--- config.mk ---
export PLATFORM = sky130hd
export DESIGN_NAME = pdm_mic_capture_flat
export DESIGN_NICKNAME = d
export VERILOG_FILES = /design/src/rtl/pdm_mic_capture_pkg.sv /design/src/rtl/pdm_mic_capture_if.sv /design/src/rtl/pdm_mic_capture_fifo.sv /design/src/rtl/pdm_mic_capture.sv /design/src/flat_wrapper.sv
export SDC_FILE = /design/constraint.sdc
export NUM_CORES = 1
export LEC_CHECK = 0
export ABC_CLOCK_PERIOD_IN_PS = 4570
export CAP_MARGIN = 25
export CORE_MARGIN = 5
export CORE_UTILIZATION = 55
export DETAILED_ROUTE_END_ITERATION = 8
export GPL_ROUTABILITY_DRIVEN = 0
export PLACE_DENSITY = 0.82
export SYNTH_ARGS = -nofsm -noshare
export SYNTH_HDL_FRONTEND = slang
export SYNTH_SLANG_ARGS = --single-unit
--- constraint.sdc ---
create_clock -name clk -period 4.57 [get_ports clk]
set_input_delay 1.371 -clock clk [delete_from_list [all_inputs] [get_ports clk]]
set_output_delay 1.371 -clock clk [all_outputs]
set_load 0.005 [all_outputs]
--- src/rtl/pdm_mic_capture_pkg.sv ---
// pdm_mic_pkg: shared definitions for the PDM microphone capture block.
//   - default parameter values for the top level
//   - channel encodings (left = 0, right = 1)
//   - width helpers for the ones/bit counters and the FIFO level
//   - FIFO entry layout {ch, data} at the default sample width
`timescale 1ns/1ps
package pdm_mic_pkg;

  localparam int DEF_CLK_DIV    = 4;
  localparam int DEF_DECIM      = 64;
  localparam int DEF_SAMPLE_W   = 16;
  localparam int DEF_NUM_CH     = 1;
  localparam int DEF_FIFO_DEPTH = 8;

  localparam logic CH_L = 1'b0;
  localparam logic CH_R = 1'b1;

  // Counter width able to hold 0..decim inclusive.
  function automatic int cnt_w(input int decim);
    return $clog2(decim + 1);
  endfunction

  // Level width able to hold 0..depth inclusive.
  function automatic int lvl_w(input int depth);
    return $clog2(depth) + 1;
  endfunction

  localparam int CNT_W = cnt_w(DEF_DECIM);
  localparam int LVL_W = lvl_w(DEF_FIFO_DEPTH);

  typedef struct packed {
    logic                    ch;
    logic [DEF_SAMPLE_W-1:0] data;
  } fifo_entry_t;

endpackage

--- src/rtl/pdm_mic_capture_if.sv ---
// pdm_mic_capture_if: sample output stream of the PDM capture block.
//   sample_data/sample_ch/sample_valid : head-of-FIFO sample (master drives)
//   sample_ready                       : consumer accepts head (slave drives)
//   fifo_level/overflow                : status (master drives)
`timescale 1ns/1ps
interface pdm_mic_capture_if #(
  parameter int SAMPLE_W = pdm_mic_pkg::DEF_SAMPLE_W,
  parameter int LVL_W    = pdm_mic_pkg::LVL_W
);
  logic [SAMPLE_W-1:0] sample_data;
  logic                sample_ch;
  logic                sample_valid;
  logic                sample_ready;
  logic [LVL_W-1:0]    fifo_level;
  logic                overflow;

  modport master (
    output sample_data, sample_ch, sample_valid, fifo_level, overflow,
    input  sample_ready
  );

  modport slave (
    input  sample_data, sample_ch, sample_valid, fifo_level, overflow,
    output sample_ready
  );
endinterface

--- src/rtl/pdm_mic_capture_fifo.sv ---
// pdm_sample_fifo: first-word-fall-through FIFO for captured samples.
//   clk, reset (sync, active-low)
//   push/push_data : write request; accepted when not full or when popping
//   pop_req        : consumer ready; qualified internally with not-empty
//   head           : oldest entry, zero when empty
//   level/full/empty : occupancy status
`timescale 1ns/1ps
module pdm_sample_fifo #(
  parameter int W     = 17,
  parameter int DEPTH = 8,
  parameter int LVL_W = pdm_mic_pkg::lvl_w(DEPTH)
) (
  input  logic             clk,
  input  logic             reset,
  input  logic             push,
  input  logic [W-1:0]     push_data,
  input  logic             pop_req,
  output logic [W-1:0]     head,
  output logic [LVL_W-1:0] level,
  output logic             full,
  output logic             empty
);
  localparam int PTR_W = $clog2(DEPTH);

  logic [W-1:0]     mem_r [DEPTH];
  logic [PTR_W-1:0] wr_ptr_r;
  logic [PTR_W-1:0] rd_ptr_r;
  logic [LVL_W-1:0] level_r;
  logic             pop_s;
  logic             wr_s;

  assign empty = (level_r == {LVL_W{1'b0}});
  assign full  = (level_r == LVL_W'(DEPTH));
  assign pop_s = pop_req && !empty;
  // A full FIFO still takes a push when the head leaves on the same edge.
  assign wr_s  = push && (!full || pop_s);
  assign level = level_r;
  assign head  = empty ? {W{1'b0}} : mem_r[rd_ptr_r];

  // Storage write; contents are only visible through the level-qualified head.
  always_ff @(posedge clk) begin
    if (wr_s) begin
      mem_r[wr_ptr_r] <= push_data;
    end
  end

  // Pointers and occupancy.
  always_ff @(posedge clk) begin
    if (!reset) begin
      wr_ptr_r <= {PTR_W{1'b0}};
      rd_ptr_r <= {PTR_W{1'b0}};
      level_r  <= {LVL_W{1'b0}};
    end else begin
      if (wr_s) begin
        wr_ptr_r <= wr_ptr_r + PTR_W'(1);
      end
      if (pop_s) begin
        rd_ptr_r <= rd_ptr_r + PTR_W'(1);
      end
      case ({wr_s, pop_s})
        2'b10:   level_r <= level_r + LVL_W'(1);
        2'b01:   level_r <= level_r - LVL_W'(1);
        default: level_r <= level_r;
      endcase
    end
  end
endmodule

--- src/rtl/pdm_mic_capture.sv ---
// pdm_mic_capture: PDM microphone front end.
//   clk, reset (sync, active-low), enable (0 stops mic_clk, clears datapath)
//   mic_data in / mic_clk out : microphone pins
//   sbus (master)             : sample stream {data, ch, valid/ready}, level, overflow
// Channel 0 is sampled at the end of the mic_clk high phase, channel 1 at
// the end of the low phase. Each channel counts ones over DECIM bits and
// emits 2*ones - DECIM as a signed sample into a FWFT FIFO.
`timescale 1ns/1ps
module pdm_mic_capture
  import pdm_mic_pkg::*;
#(
  parameter int CLK_DIV    = DEF_CLK_DIV,
  parameter int DECIM      = DEF_DECIM,
  parameter int SAMPLE_W   = DEF_SAMPLE_W,
  parameter int NUM_CH     = DEF_NUM_CH,
  parameter int FIFO_DEPTH = DEF_FIFO_DEPTH
) (
  input  logic              clk,
  input  logic              reset,
  input  logic              enable,
  input  logic              mic_data,
  output logic              mic_clk,
  pdm_mic_capture_if.master sbus
);
  localparam int DIV_W    = $clog2(CLK_DIV);
  localparam int CNT_BITS = cnt_w(DECIM);
  localparam int LVL_BITS = lvl_w(FIFO_DEPTH);

  logic [1:0]          sync_r;
  logic [DIV_W-1:0]    div_cnt_r;
  logic                mic_clk_r;
  logic                strobe_s;
  logic [NUM_CH-1:0]   ch_strobe_s;
  logic [NUM_CH-1:0]   push_v_s;
  logic [SAMPLE_W-1:0] ch_data_s [NUM_CH];
  logic                push_s;
  logic                push_ch_s;
  logic [SAMPLE_W-1:0] push_data_s;
  logic                fifo_full_s;
  logic                fifo_empty_s;
  logic                pop_s;
  logic                overflow_r;
  logic [SAMPLE_W:0]   head_s;
  logic [LVL_BITS-1:0] level_s;

  // Two-flop synchronizer for the asynchronous microphone data.
  always_ff @(posedge clk) begin
    if (!reset) begin
      sync_r <= 2'b00;
    end else begin
      sync_r <= {sync_r[0], mic_data};
    end
  end

  assign strobe_s = enable && (div_cnt_r == DIV_W'(CLK_DIV - 1));

  // mic_clk divider: toggles every CLK_DIV cycles, parked low while disabled.
  always_ff @(posedge clk) begin
    if (!reset || !enable) begin
      div_cnt_r <= {DIV_W{1'b0}};
      mic_clk_r <= 1'b0;
    end else if (strobe_s) begin
      div_cnt_r <= {DIV_W{1'b0}};
      mic_clk_r <= ~mic_clk_r;
    end else begin
      div_cnt_r <= div_cnt_r + DIV_W'(1);
      mic_clk_r <= mic_clk_r;
    end
  end

  assign mic_clk = mic_clk_r;

  for (genvar c = 0; c < NUM_CH; c++) begin : g_ch
    logic [CNT_BITS-1:0] ones_r;
    logic [CNT_BITS-1:0] bit_r;
    logic [CNT_BITS-1:0] total_s;

    // ch0 owns the end of the high phase, ch1 the end of the low phase.
    assign ch_strobe_s[c] = strobe_s && (mic_clk_r == ((c == 0) ? 1'b1 : 1'b0));
    assign total_s        = ones_r + CNT_BITS'(sync_r[1]);
    assign push_v_s[c]    = ch_strobe_s[c] && (bit_r == CNT_BITS'(DECIM - 1));
    // Modular SAMPLE_W arithmetic gives the correct signed 2*ones - DECIM.
    assign ch_data_s[c]   = SAMPLE_W'({total_s, 1'b0}) - SAMPLE_W'(DECIM);

    // Per-channel ones/bit counters; window restarts after each sample.
    always_ff @(posedge clk) begin
      if (!reset || !enable || push_v_s[c]) begin
        ones_r <= {CNT_BITS{1'b0}};
        bit_r  <= {CNT_BITS{1'b0}};
      end else if (ch_strobe_s[c]) begin
        ones_r <= total_s;
        bit_r  <= bit_r + CNT_BITS'(1);
      end else begin
        ones_r <= ones_r;
        bit_r  <= bit_r;
      end
    end
  end

  // Channel pushes are CLK_DIV cycles apart, so a simple select suffices.
  assign push_s      = |push_v_s;
  assign push_ch_s   = ((NUM_CH == 2) && push_v_s[NUM_CH-1]) ? CH_R : CH_L;
  assign push_data_s = (push_ch_s == CH_R) ? ch_data_s[NUM_CH-1] : ch_data_s[0];
  assign pop_s       = !fifo_empty_s && sbus.sample_ready;

  // Sticky drop flag, cleared whenever capture is stopped.
  always_ff @(posedge clk) begin
    if (!reset || !enable) begin
      overflow_r <= 1'b0;
    end else if (push_s && fifo_full_s && !pop_s) begin
      overflow_r <= 1'b1;
    end else begin
      overflow_r <= overflow_r;
    end
  end

  pdm_sample_fifo #(
    .W     (SAMPLE_W + 1),
    .DEPTH (FIFO_DEPTH),
    .LVL_W (LVL_BITS)
  ) u_fifo (
    .clk       (clk),
    .reset     (reset),
    .push      (push_s),
    .push_data ({push_ch_s, push_data_s}),
    .pop_req   (sbus.sample_ready),
    .head      (head_s),
    .level     (level_s),
    .full      (fifo_full_s),
    .empty     (fifo_empty_s)
  );

  assign sbus.sample_data  = head_s[SAMPLE_W-1:0];
  assign sbus.sample_ch    = head_s[SAMPLE_W];
  assign sbus.sample_valid = !fifo_empty_s;
  assign sbus.fifo_level   = level_s;
  assign sbus.overflow     = overflow_r;
endmodule
--- src/flat_wrapper.sv ---
// flat-port wrapper written by rule: the top's interface ports become plain ports
module pdm_mic_capture_flat import pdm_mic_pkg::*;
#(
  parameter int CLK_DIV    = DEF_CLK_DIV,
  parameter int DECIM      = DEF_DECIM,
  parameter int SAMPLE_W   = DEF_SAMPLE_W,
  parameter int NUM_CH     = DEF_NUM_CH,
  parameter int FIFO_DEPTH = DEF_FIFO_DEPTH
)
  (clk, reset, enable, mic_data, mic_clk, sbus_sample_data, sbus_sample_ch, sbus_sample_valid, sbus_fifo_level, sbus_overflow, sbus_sample_ready);
  pdm_mic_capture_if #(.SAMPLE_W(SAMPLE_W)) sbus_i ();
  input  logic clk;
  input  logic reset;
  input  logic enable;
  input  logic mic_data;
  output logic mic_clk;
  output wire logic [$bits(sbus_i.sample_data)-1:0] sbus_sample_data;
  output wire logic [$bits(sbus_i.sample_ch)-1:0] sbus_sample_ch;
  output wire logic [$bits(sbus_i.sample_valid)-1:0] sbus_sample_valid;
  output wire logic [$bits(sbus_i.fifo_level)-1:0] sbus_fifo_level;
  output wire logic [$bits(sbus_i.overflow)-1:0] sbus_overflow;
  input wire logic [$bits(sbus_i.sample_ready)-1:0] sbus_sample_ready;
  assign sbus_sample_data = sbus_i.sample_data;
  assign sbus_sample_ch = sbus_i.sample_ch;
  assign sbus_sample_valid = sbus_i.sample_valid;
  assign sbus_fifo_level = sbus_i.fifo_level;
  assign sbus_overflow = sbus_i.overflow;
  assign sbus_i.sample_ready = sbus_sample_ready;
  pdm_mic_capture #(.CLK_DIV(CLK_DIV), .DECIM(DECIM), .SAMPLE_W(SAMPLE_W), .NUM_CH(NUM_CH), .FIFO_DEPTH(FIFO_DEPTH)) u_core (.clk(clk), .reset(reset), .enable(enable), .mic_data(mic_data), .mic_clk(mic_clk), .sbus(sbus_i));
endmodule
==> results.toml <==
[cts]
hold_buffers = 0
cts_buffers = 9
cts_root_buffer = "clkbuf_8"
h-tree-depth = 3
cts_resized = 0
post-cts-setup-buffers = 0
clock_sinks = 97
cts_buffer_depth = 2
insertion_delay_ns = 0.35
cts.clk_slew.worst_paths_ns = 0.09
tritoncts = "done"

[detailed_routing]
postRouteWirelength_um = 6840
routedWlPerCell_um = 16.5
drc = 0
vias = 2220
antenna_left = 0
firstDrtPassIters = 4
vias_per_cell = 5.35
drt-initial-drc-count = 113

[synthesis]
syn_area_per_cell_um2 = 14.2
syn_area_um2 = 4090
ys_async_sr_fraction_pct = 0
ys_ff_latch = 97
yosysUniqueCellTypes = 41
yosys.area.top_type_share_pct = 47.0
synth_area_leaders = "edfxtp_1, dfxtp_1, mux4_2"
synth_ff_type = "edfxtp_1"
synth_edf_count = 64
synthCells = 288
synth_seq_area_share_pct = 63.1
synth_largest_area_cell = "edfxtp_1"
yosys_warnings = 0

[timing]
relSlewSlack_pct = 41.3
setup_viol = 0
period_needed_ns = 3.71
fmax_mhz = 270
rsz0062_at_grt = "no"
finalCritPeriodShare_pct = 81.1
fin_skew_ns = 0.00877
drv_slew = 0
worst_pin_slew_ns = 0.874
hold_viol_final = 0
finalSetupTns_ns = 0

[floorplanning]
core-area_um2 = 7250
fp-row-count = 31
initial_utilization_pct = 56.4
io_pins = 29
dieArea_um2 = 9260
die_x_um = 96.3
die_h_um = 96.3

[place]
io_buffers = 26
dp_hpwl_um = 4830
dp_cells = 399

[layout]
final_util_pct = 63.4
final_layout_size_suffix_gt1_share_pct = 14.2
final_nets = 324
diodes = 0
final_cells = 415
area_growth_pct = 12.3

[power]
vdd_drop_max_mv = 0.217
powerDensity_nw_per_um2 = 377
power.total_mw = 1.73
power_leakage_nw = 1.49

[global_routing]
antenna_found_initial = 0
grtUsageTotal_pct = 16.7
grt_max_degree = 19
overflow = 0
grt_pass1_wl_um = 11200
first_global_vias = 2299

[critical_path]
crit_path_end_kind = "output pin"
critical_path_class = "flip-flop to output pin"
crit_fanout = 11
start_kind = "flip-flop"
critPathArrivalTime_ns = 2.34
cp.required_ns = 3.20

[worst_hold_path]
hold_path.class = "flip-flop to flip-flop"

[job]
drv_cap = 0

[run_status]
status = "finished, final reports clean"
==> area by class of cell <==
cell class                 instances  area (um2)
clock inverter                     6        67.6
fill                             536        2660
inverter                           4        15.0
multi-input combinational        168        1380
sequential                        97        2580
clock buffer                      10         128
timing repair buffer              31         298
tap                               99         124
==> per-layer routing <==
metal  wire (um)  track usage, %  vias up
met5           0               0        -
met3         389            4.69        6
met1        2920            21.1     1081
met4          57            4.74        0
met2        3480            28.2       53
li1            -               -     1080
==> per-stage QoR <==
| stage | setup WS (ns) | hold WS, ns | instance area, um2 |
|---|---|---|---|
| after floorplan | 1.44 | 0.404 | 4100 |
| after global placement | 0.860 | 0.413 | 4400 |
| after detailed placement | 0.827 | 0.423 | 4400 |
| after CTS | 0.808 | 0.437 | 4600 |
| after global routing | 0.647 | 0.476 | 4600 |
| final | 0.863 | 0.431 | 4600 |
==> final timing paths <==
kind              cells after the start  slack (ns)                    start                        end
setup / recovery                      4        0.86                flip-flop       sbus_sample_data[14]
setup reg to reg                      5        2.08  u_core.g_ch[0].bit_r[0]  u_core.u_fifo.mem_r[5][7]
hold / removal                        1        0.43      u_core.div_cnt_r[0]        u_core.div_cnt_r[0]
hold reg to reg                       1        0.43      u_core.div_cnt_r[0]        u_core.div_cnt_r[0]
==> cells in the final DEF (no fill, tap or decap), types with 3 or more instances in the layout <==
cell type and n:
mux4_2 16, a21oi_1 4, dfxtp_1 33, inv_1 3
mux2i_1 15, xor2_1 8, clkbuf_8 9, edfxtp_1 64
clkdlybuf4s50_1 26, nor3_1 6, nand2b_1 6, xnor2_1 12
nor2_1 32, buf_4 5, ha_1 8, and2_1 6
nand3_1 6, nand2_1 22
==> power breakdown <==
group	switching (mW)	internal [mW]
clock network	0.284	0.255
registers	0.0156	0.933
logic	0.105	0.142
==> worst max-delay path, stage by stage (launching register included) <==
cell and delay, ns:
dfxtp_1 0.65, mux4_2 0.32, mux2i_1 0.07, nor2_1 0.35
clkdlybuf4s50_1 0.59
==> state kept, by name, summed over array words and instances, names as in the netlist, named ones only <==
signal,count
u_core.g_ch.bit_r,7
u_core.u_fifo.rd_ptr_r,3
u_core.u_fifo.level,4
u_core.g_ch.ones_r,7
u_core.div_cnt_r,2
u_core.u_fifo.mem_r,64
u_core.mic_clk,1
u_core.sync_r,2
u_core.sbus.overflow,1
u_core.u_fifo.wr_ptr_r,3
==> kinds of logic after synthesis <==
| kind of cell | synth area share (%) |
|---|---|
| other cells | 0.0917 |
| buf+inv | 3.21 |
| mux | 12.8 |
| fa+ha+maj | 2.45 |
| xor+xnor | 4.28 |
| simple gates | 11.9 |
| compound gates | 2.20 |
| flops | 63.1 |
==> cells in the mapped netlist, types with 3 or more instances <==
library cell	number
xnor2_1	12
ha_1	8
dfxtp_1	33
and2_1	6
clkbuf_1	4
nand2b_1	6
inv_1	3
buf_4	9
mux2i_1	15
nand2_1	22
xor2_1	8
nor2_1	32
nand3_1	6
edfxtp_1	64
nor3_1	6
a21oi_1	4
buf_2	5
mux4_2	16
No activity file was read; power rests on OpenSTA's default activity.
